==> config.mk <==
export PLATFORM = sky130hd
export DESIGN_NAME = fp_addsub_pipe
export DESIGN_NICKNAME = d
export VERILOG_FILES = /design/src/rtl/fp_addsub_pipe.sv
export SDC_FILE = /design/constraint.sdc
export NUM_CORES = 1
export LEC_CHECK = 0
export ABC_AREA = 1
export CORE_MARGIN = 2
export CORE_UTILIZATION = 65
export DETAILED_ROUTE_END_ITERATION = 8
export PLACE_DENSITY_LB_ADDON = 0.05
export RECOVER_POWER = 50
export SYNTH_ARGS = -nofsm -noshare
export SYNTH_HDL_FRONTEND = slang
export SYNTH_SLANG_ARGS = --single-unit
==> constraint.sdc <==
create_clock -name s_clk -period 17.8 [get_ports s_clk]
set_input_delay 1.78 -clock s_clk [delete_from_list [all_inputs] [get_ports s_clk]]
set_output_delay 1.78 -clock s_clk [all_outputs]
set_load 0.01 [all_outputs]
==> src/rtl/fp_addsub_pipe.sv <==
// Four-stage pipelined IEEE-754 adder/subtractor with valid/ready handshake and tag pass-through.
// Define FPADD_FLAGS_EN to add the registered {NV,OF,UF,NX} o_flags output.
module fp_addsub_pipe #(
    parameter int EXP_W = 8,
    parameter int MAN_W = 23,
    parameter int TAG_W = 4
) (
    input  logic                       s_clk,
    input  logic                       s_rst,
    input  logic                       i_data_valid,
    output logic                       i_ready,
    input  logic                       i_op,
    input  logic [EXP_W+MAN_W:0]       i_data1,
    input  logic [EXP_W+MAN_W:0]       i_data2,
    input  logic [TAG_W-1:0]           i_tag,
    output logic                       o_data_valid,
    input  logic                       o_ready,
    output logic [EXP_W+MAN_W:0]       o_data,
`ifdef FPADD_FLAGS_EN
    output logic [3:0]                 o_flags,
`endif
    output logic [TAG_W-1:0]           o_tag
);
    localparam int W    = 1 + EXP_W + MAN_W;
    localparam int XW   = MAN_W + 4;
    localparam int SW   = MAN_W + 5;
    localparam int LZ_W = $clog2(SW + 1);
    localparam int SH_W = $clog2(MAN_W + 4);
    localparam int EN_W = EXP_W + 2;
    localparam logic [W-1:0] QNAN = {1'b0, {EXP_W{1'b1}}, 1'b1, {(MAN_W-1){1'b0}}};

    function automatic logic [LZ_W-1:0] lzc_f(input logic [SW-1:0] v);
        logic found;
        found = 1'b0;
        lzc_f = {LZ_W{1'b0}};
        for (int i = SW - 1; i >= 0; i--) begin
            if (!found) begin
                if (v[i]) begin
                    found = 1'b1;
                end else begin
                    lzc_f = lzc_f + LZ_W'(1);
                end
            end
        end
    endfunction

    logic en_s;
    assign en_s    = o_ready | ~o_data_valid;
    assign i_ready = en_s;

    // Stage 1 combinational: unpack, flush subnormals, special detect, order by magnitude
    logic               a_sign_s, b_sign_s, a_zero_s, b_zero_s, a_nan_s, b_nan_s, a_inf_s, b_inf_s;
    logic [EXP_W-1:0]   a_exp_s, b_exp_s, big_exp_s, small_exp_s;
    logic [MAN_W-1:0]   a_man_s, b_man_s;
    logic [W-2:0]       a_key_s, b_key_s;
    logic [MAN_W:0]     a_sig_s, b_sig_s, big_sig_s, small_sig_s;
    logic               big_sign_s, eff_sub_s, spec_s;
    logic [W-1:0]       spec_val_s;

    always_comb begin
        a_sign_s = i_data1[W-1];
        a_exp_s  = i_data1[W-2:MAN_W];
        a_man_s  = i_data1[MAN_W-1:0];
        b_sign_s = i_data2[W-1] ^ i_op;
        b_exp_s  = i_data2[W-2:MAN_W];
        b_man_s  = i_data2[MAN_W-1:0];
        a_zero_s = (a_exp_s == {EXP_W{1'b0}});
        b_zero_s = (b_exp_s == {EXP_W{1'b0}});
        a_nan_s  = (a_exp_s == {EXP_W{1'b1}}) & (a_man_s != {MAN_W{1'b0}});
        b_nan_s  = (b_exp_s == {EXP_W{1'b1}}) & (b_man_s != {MAN_W{1'b0}});
        a_inf_s  = (a_exp_s == {EXP_W{1'b1}}) & (a_man_s == {MAN_W{1'b0}});
        b_inf_s  = (b_exp_s == {EXP_W{1'b1}}) & (b_man_s == {MAN_W{1'b0}});
        a_key_s  = a_zero_s ? {(W-1){1'b0}} : {a_exp_s, a_man_s};
        b_key_s  = b_zero_s ? {(W-1){1'b0}} : {b_exp_s, b_man_s};
        a_sig_s  = a_zero_s ? {(MAN_W+1){1'b0}} : {1'b1, a_man_s};
        b_sig_s  = b_zero_s ? {(MAN_W+1){1'b0}} : {1'b1, b_man_s};
        eff_sub_s = a_sign_s ^ b_sign_s;
        if (b_key_s > a_key_s) begin
            big_sign_s  = b_sign_s;
            big_exp_s   = b_exp_s;
            small_exp_s = a_exp_s;
            big_sig_s   = b_sig_s;
            small_sig_s = a_sig_s;
        end else begin
            big_sign_s  = a_sign_s;
            big_exp_s   = a_exp_s;
            small_exp_s = b_exp_s;
            big_sig_s   = a_sig_s;
            small_sig_s = b_sig_s;
        end
        spec_s     = 1'b1;
        spec_val_s = {W{1'b0}};
        if (a_nan_s | b_nan_s) begin
            spec_val_s = QNAN;
        end else if (a_inf_s & b_inf_s & eff_sub_s) begin
            spec_val_s = QNAN;
        end else if (a_inf_s) begin
            spec_val_s = {a_sign_s, {EXP_W{1'b1}}, {MAN_W{1'b0}}};
        end else if (b_inf_s) begin
            spec_val_s = {b_sign_s, {EXP_W{1'b1}}, {MAN_W{1'b0}}};
        end else if (a_zero_s & b_zero_s) begin
            spec_val_s = {a_sign_s & b_sign_s, {(W-1){1'b0}}};
        end else begin
            spec_s = 1'b0;
        end
    end

    logic               v1_r, sign1_r, eff_sub1_r, spec1_r;
    logic [TAG_W-1:0]   tag1_r;
    logic [EXP_W-1:0]   exp1_r, diff1_r;
    logic [MAN_W:0]     big_sig1_r, small_sig1_r;
    logic [W-1:0]       spec_val1_r;

    // Stage 1 register
    always_ff @(posedge s_clk or posedge s_rst) begin
        if (s_rst) begin
            v1_r         <= 1'b0;
            tag1_r       <= {TAG_W{1'b0}};
            sign1_r      <= 1'b0;
            eff_sub1_r   <= 1'b0;
            spec1_r      <= 1'b0;
            spec_val1_r  <= {W{1'b0}};
            exp1_r       <= {EXP_W{1'b0}};
            diff1_r      <= {EXP_W{1'b0}};
            big_sig1_r   <= {(MAN_W+1){1'b0}};
            small_sig1_r <= {(MAN_W+1){1'b0}};
        end else if (en_s) begin
            v1_r         <= i_data_valid;
            tag1_r       <= i_tag;
            sign1_r      <= big_sign_s;
            eff_sub1_r   <= eff_sub_s;
            spec1_r      <= spec_s;
            spec_val1_r  <= spec_val_s;
            exp1_r       <= big_exp_s;
            diff1_r      <= big_exp_s - small_exp_s;
            big_sig1_r   <= big_sig_s;
            small_sig1_r <= small_sig_s;
        end
    end

    // Stage 2 combinational: align smaller operand, folding lost bits into sticky
    logic [SH_W-1:0] shamt_s;
    logic [XW-1:0]   ext_s, shifted_s, lost_mask_s, aligned_s;

    always_comb begin
        if (int'(diff1_r) > MAN_W + 3) begin
            shamt_s = SH_W'(MAN_W + 3);
        end else begin
            shamt_s = SH_W'(diff1_r);
        end
        ext_s       = {small_sig1_r, 3'b000};
        shifted_s   = ext_s >> shamt_s;
        lost_mask_s = ~({XW{1'b1}} << shamt_s);
        aligned_s   = {shifted_s[XW-1:1], shifted_s[0] | (|(ext_s & lost_mask_s))};
    end

    logic               v2_r, sign2_r, eff_sub2_r, spec2_r;
    logic [TAG_W-1:0]   tag2_r;
    logic [EXP_W-1:0]   exp2_r;
    logic [MAN_W:0]     big_sig2_r;
    logic [XW-1:0]      small_al2_r;
    logic [W-1:0]       spec_val2_r;

    // Stage 2 register
    always_ff @(posedge s_clk or posedge s_rst) begin
        if (s_rst) begin
            v2_r        <= 1'b0;
            tag2_r      <= {TAG_W{1'b0}};
            sign2_r     <= 1'b0;
            eff_sub2_r  <= 1'b0;
            spec2_r     <= 1'b0;
            spec_val2_r <= {W{1'b0}};
            exp2_r      <= {EXP_W{1'b0}};
            big_sig2_r  <= {(MAN_W+1){1'b0}};
            small_al2_r <= {XW{1'b0}};
        end else if (en_s) begin
            v2_r        <= v1_r;
            tag2_r      <= tag1_r;
            sign2_r     <= sign1_r;
            eff_sub2_r  <= eff_sub1_r;
            spec2_r     <= spec1_r;
            spec_val2_r <= spec_val1_r;
            exp2_r      <= exp1_r;
            big_sig2_r  <= big_sig1_r;
            small_al2_r <= aligned_s;
        end
    end

    // Stage 3 combinational: magnitude add/subtract (never negative after the swap)
    logic [SW-1:0] big_ext_s, small_ext_s, sum_s;

    always_comb begin
        big_ext_s   = {1'b0, big_sig2_r, 3'b000};
        small_ext_s = {1'b0, small_al2_r};
        if (eff_sub2_r) begin
            sum_s = big_ext_s - small_ext_s;
        end else begin
            sum_s = big_ext_s + small_ext_s;
        end
    end

    logic               v3_r, sign3_r, spec3_r;
    logic [TAG_W-1:0]   tag3_r;
    logic [EXP_W-1:0]   exp3_r;
    logic [SW-1:0]      sum3_r;
    logic [LZ_W-1:0]    lzc3_r;
    logic [W-1:0]       spec_val3_r;

    // Stage 3 register
    always_ff @(posedge s_clk or posedge s_rst) begin
        if (s_rst) begin
            v3_r        <= 1'b0;
            tag3_r      <= {TAG_W{1'b0}};
            sign3_r     <= 1'b0;
            spec3_r     <= 1'b0;
            spec_val3_r <= {W{1'b0}};
            exp3_r      <= {EXP_W{1'b0}};
            sum3_r      <= {SW{1'b0}};
            lzc3_r      <= {LZ_W{1'b0}};
        end else if (en_s) begin
            v3_r        <= v2_r;
            tag3_r      <= tag2_r;
            sign3_r     <= sign2_r;
            spec3_r     <= spec2_r;
            spec_val3_r <= spec_val2_r;
            exp3_r      <= exp2_r;
            sum3_r      <= sum_s;
            lzc3_r      <= lzc_f(sum_s);
        end
    end

    // Stage 4 combinational: normalise so the leading one sits at the top bit, round RNE, pack
    logic [SW-1:0]    norm_s;
    logic [EN_W-1:0]  exp_n_s, exp_r_s;
    logic [MAN_W+1:0] mant_r_s;
    logic [MAN_W-1:0] man_out_s;
    logic             guard_s, round_s, sticky_s, round_up_s, zero_s, uf_s, of_s;
    logic [W-1:0]     res_s;

    always_comb begin
        norm_s     = sum3_r << lzc3_r;
        exp_n_s    = {2'b00, exp3_r} + EN_W'(1) - EN_W'(lzc3_r);
        guard_s    = norm_s[3];
        round_s    = norm_s[2];
        sticky_s   = |norm_s[1:0];
        round_up_s = guard_s & (round_s | sticky_s | norm_s[4]);
        mant_r_s   = {1'b0, norm_s[SW-1:4]} + {{(MAN_W+1){1'b0}}, round_up_s};
        exp_r_s    = exp_n_s + {{(EN_W-1){1'b0}}, mant_r_s[MAN_W+1]};
        if (mant_r_s[MAN_W+1]) begin
            man_out_s = mant_r_s[MAN_W:1];
        end else begin
            man_out_s = mant_r_s[MAN_W-1:0];
        end
        zero_s = (sum3_r == {SW{1'b0}});
        uf_s   = exp_n_s[EN_W-1] | (exp_n_s == {EN_W{1'b0}});
        of_s   = ~uf_s & (exp_r_s >= {2'b00, {EXP_W{1'b1}}});
        if (spec3_r) begin
            res_s = spec_val3_r;
        end else if (zero_s) begin
            res_s = {W{1'b0}};
        end else if (uf_s) begin
            res_s = {sign3_r, {(W-1){1'b0}}};
        end else if (of_s) begin
            res_s = {sign3_r, {EXP_W{1'b1}}, {MAN_W{1'b0}}};
        end else begin
            res_s = {sign3_r, exp_r_s[EXP_W-1:0], man_out_s};
        end
    end

`ifdef FPADD_FLAGS_EN
    logic       nv1_r, nv2_r, nv3_r;
    logic [3:0] flags_s;

    // Invalid-operation marker travelling alongside the special-case result
    always_ff @(posedge s_clk or posedge s_rst) begin
        if (s_rst) begin
            nv1_r <= 1'b0;
            nv2_r <= 1'b0;
            nv3_r <= 1'b0;
        end else if (en_s) begin
            nv1_r <= a_inf_s & b_inf_s & eff_sub_s;
            nv2_r <= nv1_r;
            nv3_r <= nv2_r;
        end
    end

    // Exception flags for the result currently in stage 4
    always_comb begin
        if (spec3_r) begin
            flags_s = {nv3_r, 3'b000};
        end else if (zero_s) begin
            flags_s = 4'b0000;
        end else if (uf_s) begin
            flags_s = 4'b0011;
        end else if (of_s) begin
            flags_s = 4'b0101;
        end else begin
            flags_s = {3'b000, guard_s | round_s | sticky_s};
        end
    end
`endif

    // Output register, held while downstream stalls
    always_ff @(posedge s_clk or posedge s_rst) begin
        if (s_rst) begin
            o_data_valid <= 1'b0;
            o_data       <= {W{1'b0}};
            o_tag        <= {TAG_W{1'b0}};
`ifdef FPADD_FLAGS_EN
            o_flags      <= 4'b0000;
`endif
        end else if (en_s) begin
            o_data_valid <= v3_r;
            o_data       <= res_s;
            o_tag        <= tag3_r;
`ifdef FPADD_FLAGS_EN
            o_flags      <= flags_s;
`endif
        end
    end

endmodule

==> results_dict.tcl, run 1 <==
set metrics [dict create \
    hold_buffers 0 \
    synth_top_family_by_area "simple AND/OR/NAND/NOR gates" \
    via_per_inst 5.949 \
    cts_setup_buffers 0 \
    status "finished with violations" \
    cap_viol_max_count 6 \
    netlist_area_sq_um 20970 \
    cts_resized 0 \
    grt_pass1_vias 20823 \
    synthMuxAreaShare_pct 0.9549 \
    stdcell_count 3717 \
    cp_slowest_stage_delay_ps 400 \
    ios 111 \
    power_density_nw_per_um2 201.5 \
    cts_made_buffers 26 \
    slew_viol_final 447 \
    initial_core_util_pct 66.27 \
    drtPass1Iterations 6 \
    tns_ps 0 \
    max-vdd-ir-drop_mv 0.09552 \
    fin_crit_sh_pct 75.14 \
    die_area_sq_um 33710 \
    fp.dieH_microns 183.6 \
    cts_num_sinks 233 \
    synth-simple-area-share_pct 31.95 \
    finalNetCount 3496 \
    clockBufferDepth 3 \
    reg2reg_depth 94 \
    grt_use_total_pct 36.35 \
    areaGrowthSynthToFinish_pct 10.04 \
    diodes 0 \
    path_class "reg2reg" \
    cp.arrival_ps 13810 \
    dp_slack_ps 4713 \
    synth_cell_types 65 \
    setup_viol 0 \
    rows 65 \
    synth_compound_area_share_pct 17.89 \
    wirelength_mm 61.24 \
    ff2ff_setup_slack_ps 4430 \
    synthArstFlopShare_pct 100.0 \
    clock.fmax_mhz 74.77 \
    fill_cells 2560 \
    synthTopCellsByArea "dfrtp_1 (28%), nand2_1 (15%), o21ai_0 (9.6%)" \
    place.gp.congestion 0.9949 \
    holdCritPathClass "reg2reg" \
    crit_path_end_kind "flop" \
    slew_headroom_pct -204.2 \
    cts_tree "done" \
    cts_root_buf "clkbuf_16" \
    worst_slack_ps 4425 \
    route.vias.total 22113 \
    synth_seq_area_share_pct 27.81 \
    hpwlAfterDp_mm 47.05 \
    startpoint_type "flop" \
    layout-drive-gt1-share_pct 5.882 \
    synthCells 3271 \
    hold_start "exp1_r[5]" \
    synth_nets 3470 \
    worstReg2RegStart "small_al2_r[4]" \
    drtAntennaViolNets 0 \
    synthXorXnorAreaFrac_pct 2.298 \
    synthAdderAreaFrac_pct 7.591 \
    final_area_sq_um 23070 \
    synth_top_area_share_pct 27.81 \
    clk_pin_slew_worst_paths_ps 60 \
    violations "capacitance limit, slew limit" \
    drc 0 \
    grt_antenna_before_repair 0 \
    holdPathEnd "exp2_r[5]" \
    h-tree-depth 1 \
    cp.required_ps 18230 \
    yosysMostFrequentCell "nand2_1" \
    timing.rr.end "lzc3_r[1]" \
    ys_warn_count 0 \
    whs_path_depth 2 \
    cp_slowest_cell "dfrtp_1" \
    yosys.area.top_type "dfrtp_1" \
    io_buffers 110 \
    whs_ps 476.4 \
    overflow 0 \
    die_x_microns 183.6 \
    first_iter_violations 2152 \
    core_sq_um 31640 \
    grt_max_degree 104 \
    cp_max_fo 7 \
    ys_seq_elements 233 \
    grt_pass1_wl_mm 100.2 \
    clkLatencyLatePin_ps 550 \
    critical_path.most_common_cell "nand2_1" \
    synthTopCellsByCount "nand2_1 (862), inv_1 (467), o21ai_0 (401)" \
    p_leak_nw 11.86 \
    placed_cells 3671 \
    ys.flop_type "dfrtp_1" \
    tightest_slew_ps 4538 \
    hold_viol 0 \
    fin_crit_ps 13370 \
    skew_ps 26.33 \
    rsz0062_at_grt "no" \
    synth_edf_count 0 \
    avgSynthCellArea_sq_um 6.409 \
    wire_per_inst_microns 16.48 \
    placed_cell_area_sq_um 22210 \
]
[through the flow]
stage,power (mW),utilization [%]
floorplan,3.168,-
global placement,3.862,70.19
finish,4.648,72.92
global route,5.098,72.92
CTS,4.581,73.01
detailed placement,3.995,70.19
[layout by cell type, fill, tap and decap left out, types with 15 or more instances in the layout]
| cell | netlist | layout |
|---|---|---|
| a21oi_1 | 165 | 165 |
| nand4_1 | 42 | 42 |
| inv_1 | 467 | 465 |
| clkdlybuf4s50_1 | 0 | 71 |
| nand2_1 | 862 | 861 |
| ha_1 | 124 | 124 |
| o22ai_1 | 23 | 23 |
| dlygate4sd3_1 | 0 | 39 |
| clkbuf_16 | 0 | 26 |
| inv_2 | 30 | 30 |
| nor4_1 | 24 | 24 |
| xor2_1 | 46 | 46 |
| dfrtp_1 | 233 | 233 |
| nand3_1 | 188 | 188 |
| or2_2 | 15 | 15 |
| o21ai_0 | 401 | 401 |
| mux2i_1 | 20 | 20 |
| nand2_2 | 28 | 29 |
| nor3_1 | 33 | 33 |
| o211ai_1 | 15 | 15 |
| nand3_2 | 17 | 17 |
| nor2_1 | 250 | 249 |
[routing by layer]
| metal | global-route usage, % | wire [microns] |
|---|---|---|
| met2 | 63.89 | 29510 |
| met4 | 13.98 | 2547 |
| met5 | 0 | 0 |
| met1 | 45.89 | 25270 |
| met3 | 4.120 | 3922 |
[power breakdown]
group	leakage, nW	total (mW)	internal, mW	switching [mW]
Clock	0.435	0.559	0.330	0.229
Sequential	2.88	0.911	0.739	0.172
Combinational	8.54	3.18	1.01	2.17
[worst max-delay path: cells and delay by family (launching register included)]
| family | cells | cell delay, ps |
|---|---|---|
| compound gates | 13 | 2180 |
| fa+ha+maj | 16 | 4480 |
| buf+inv | 19 | 1140 |
| flops | 1 | 400 |
| simple gates | 46 | 5080 |
[sequential cells by signal, indices dropped and copies added, names as in the netlist, 5 cells and up]
register      flops
o_data           32
sum3_r           28
small_al2_r      27
big_sig1_r       24
big_sig2_r       24
small_sig1_r     24
diff1_r           8
exp1_r            8
exp2_r            8
exp3_r            8
lzc3_r            5
[layout make-up]
type | count | area (sq um) | share of cell area [%]
Sequential cell | 233 | 5831 | 25.27
Multi-Input combinational cell | 2403 | 12730 | 55.17
Clock inverter | 15 | 182.7 | 0.7918
Timing Repair Buffer | 124 | 1195 | 5.179
Inverter | 509 | 1923 | 8.336
Tap cell | 402 | 503.0 | 2.180
Clock buffer | 31 | 709.4 | 3.075
[worst max-delay path by stage]
| stage | slack [ps] | to | cells after the start | startpoint |
|---|---|---|---|---|
| final | 4430 | lzc3_r[1] | 94 | small_al2_r[4] |
| after global routing | 3350 | lzc3_r[4] | 95 | small_al2_r[4] |
| after CTS | 4670 | lzc3_r[1] | 91 | big_sig2_r[0] |
| after detailed placement | 4710 | lzc3_r[1] | 91 | big_sig2_r[0] |
| after global placement | 5520 | lzc3_r[1] | 92 | big_sig2_r[17] |
| after floorplan | 6220 | lzc3_r[1] | 91 | big_sig2_r[6] |
[cell families (layout without fill, tap and decap cells)]
group,after synthesis,in the layout
AOI/OAI and AO/OA,686,686
xor gates and xnor gates,55,55
adders and majority gates,126,126
buffers and inverters,635,679
DFF,233,233
muxes,20,20
and+or+nand+nor,1516,1516
(Power assumes the default switching activity.)
==> run 2, diff against run 1 <==
--- a/config.mk
+++ b/config.mk
@@ -7,7 +7,7 @@
 export LEC_CHECK = 0
 export ABC_AREA = 1
 export CORE_MARGIN = 2
-export CORE_UTILIZATION = 65
+export CORE_UTILIZATION = 56
 export DETAILED_ROUTE_END_ITERATION = 8
 export PLACE_DENSITY_LB_ADDON = 0.05
 export RECOVER_POWER = 50
==> constraint.sdc (replaced) <==
create_clock -name s_clk -period 12.12 [get_ports s_clk]
set_input_delay 1.212 -clock s_clk [delete_from_list [all_inputs] [get_ports s_clk]]
set_output_delay 1.212 -clock s_clk [all_outputs]
set_load 0.01 [all_outputs]
==> run 2 against run 1 <==
Effect of this change: highest routed layer unchanged; non-clock buffer count is 175 higher; via count is essentially flat; first-iteration DRC count down 27%; critical endpoint is now lzc3_r[2]; the flow still finishes with violations (capacitance limit, slew limit); clock-buffer cell count up 3; critical path type unchanged; hold slack worse by 10 ps; fmax rose by 15%; cell area rose by 9.7%; sequential cell count unchanged; largest cell class unchanged.
==> results_dict.tcl, run 2 (synthesis gave the netlist of run 1 again) <==
set metrics [dict create \
    placed_cells 3879 \
    die_x_microns 197.5 \
    worstReg2RegStart "big_sig2_r[12]" \
    power_density_nw_per_um2 310.9 \
    worst_slack_ps 506.5 \
    grt_pass1_vias 20805 \
    clock.fmax_mhz 86.11 \
    hpwlAfterDp_mm 49.18 \
    final_common_cell "nand2_1" \
    skew_ps 28.75 \
    cts_num_sinks 233 \
    stdcell_count 3958 \
    clockBufferDepth 3 \
    power_mw 7.869 \
    layout-drive-gt1-share_pct 15.13 \
    clk_pin_slew_worst_paths_ps 60 \
    max-vdd-ir-drop_mv 0.1362 \
    rows 70 \
    slew_headroom_pct -238.3 \
    fin_crit_sh_pct 95.82 \
    h-tree-depth 1 \
    drtAntennaViolNets 0 \
    drc 0 \
    tightest_slew_ps 5047 \
    grt.busiest_layer "met2" \
    cts_root_buf "clkbuf_16" \
    diodes 0 \
    grt_use_total_pct 31.84 \
    grt_antenna_before_repair 0 \
    reg_top3 "o_data: 32 flops, sum3_r: 28 flops, small_al2_r: 27 flops" \
    fp.dieH_microns 197.5 \
    wire_per_inst_microns 16.13 \
    ff2ff_setup_slack_ps 510 \
    first_iter_violations 1562 \
    cp_top_family "simple AND/OR/NAND/NOR gates" \
    io_buffers 110 \
    use_met2_pct 55.56 \
    core_sq_um 36700 \
    cap_viol_max_count 3 \
    reg2reg_depth 89 \
    finalNetCount 3670 \
    via_per_inst 5.587 \
    critical_path.most_common_cell "nand2_1" \
    cp_max_fo 4 \
    slew_viol_final 255 \
    cts_tree "done" \
    status "finished with violations" \
    cp_slowest_stage_delay_ps 410 \
    hold_viol 0 \
    initial_core_util_pct 57.13 \
    die_area_sq_um 39000 \
    overflow 0 \
    whs_path_depth 1 \
    layout_common_cells "nand2_1 (816), inv_1 (438), o21ai_0 (389)" \
    cp_slowest_cell "dfrtp_1" \
    grt_max_degree 116 \
    startpoint_type "flop" \
    ios 111 \
    final_util_pct 68.98 \
    dp_slack_ps -479.4 \
    p_leak_nw 12.80 \
    met1_usage_pct 41.14 \
    timing.rr.end "lzc3_r[2]" \
    violations "capacitance limit, slew limit" \
    grt_use_met3_pct 2.424 \
    crit_path_end_kind "flop" \
    tns_ps 0 \
    areaGrowthSynthToFinish_pct 20.75 \
    fin_crit_ps 11610 \
    hold_start "v3_r" \
    wirelength_mm 63.83 \
    cp.arrival_ps 12020 \
    drtPass1Iterations 6 \
    cts_made_buffers 25 \
    path_buf_inv 16 \
    setup_viol 0 \
    holdCritPathClass "reg2reg" \
    cp.required_ps 12520 \
    holdPathEnd "o_data_valid" \
    grt_pass1_wl_mm 101.0 \
    top_register "o_data" \
    route.vias.total 22112 \
    largest_reg_flops 32 \
    clkLatencyLatePin_ps 560 \
    path_class "reg2reg" \
    hold_buffers 0 \
    place.gp.congestion 0.9831 \
]
-- run 2: metrics by stage --
step	instance area, sq um	hold WS [ps]
final	25320	466.0
after global routing	25320	494.1
after floorplan	20970	440.0
after detailed placement	23350	454.3
after global placement	23350	450.9
after CTS	24580	470.2
-- run 2: timing repair --
item	4_1_cts	5_1_grt
resized for setup	60	159
buffers inserted	6	27
endpoints found under the hold margin	0	0
pin swaps	9	100
endpoints found under the setup margin	4	4
-- run 2: worst max path at each step --
stage                                from        end  depth (start not counted)
after floorplan             big_sig2_r[6]  lzc3_r[1]                         91
after CTS                   big_sig2_r[2]  lzc3_r[4]                         93
after detailed placement  small_al2_r[21]  lzc3_r[4]                         94
after global routing      small_al2_r[19]  lzc3_r[4]                         93
after global placement    small_al2_r[21]  lzc3_r[1]                         93
final                      big_sig2_r[12]  lzc3_r[2]                         89
-- run 2: area by class of cell --
cell class,count,area [sq um]
Clock buffer,34,729.5
Clock inverter,12,165.2
Fill cell,3145,11380
Inverter,509,1933
Multi-Input combinational cell,2403,13540
Sequential cell,233,5834
Tap cell,468,585.6
Timing Repair Buffer,299,2525
-- run 2: per-layer routing --
layer	part of all wire [%]	routed length (microns)
met2	48	30730
met3	4.3	2722
met5	0	0
met1	44	27950
met4	3.8	2422
-- run 2: power by group --
group          leakage [nW]  total (mW)  switching, mW  internal [mW]
Combinational          9.49        5.72           3.55           2.17
Sequential             2.87        1.33          0.245           1.09
Clock                 0.434       0.820          0.331          0.489
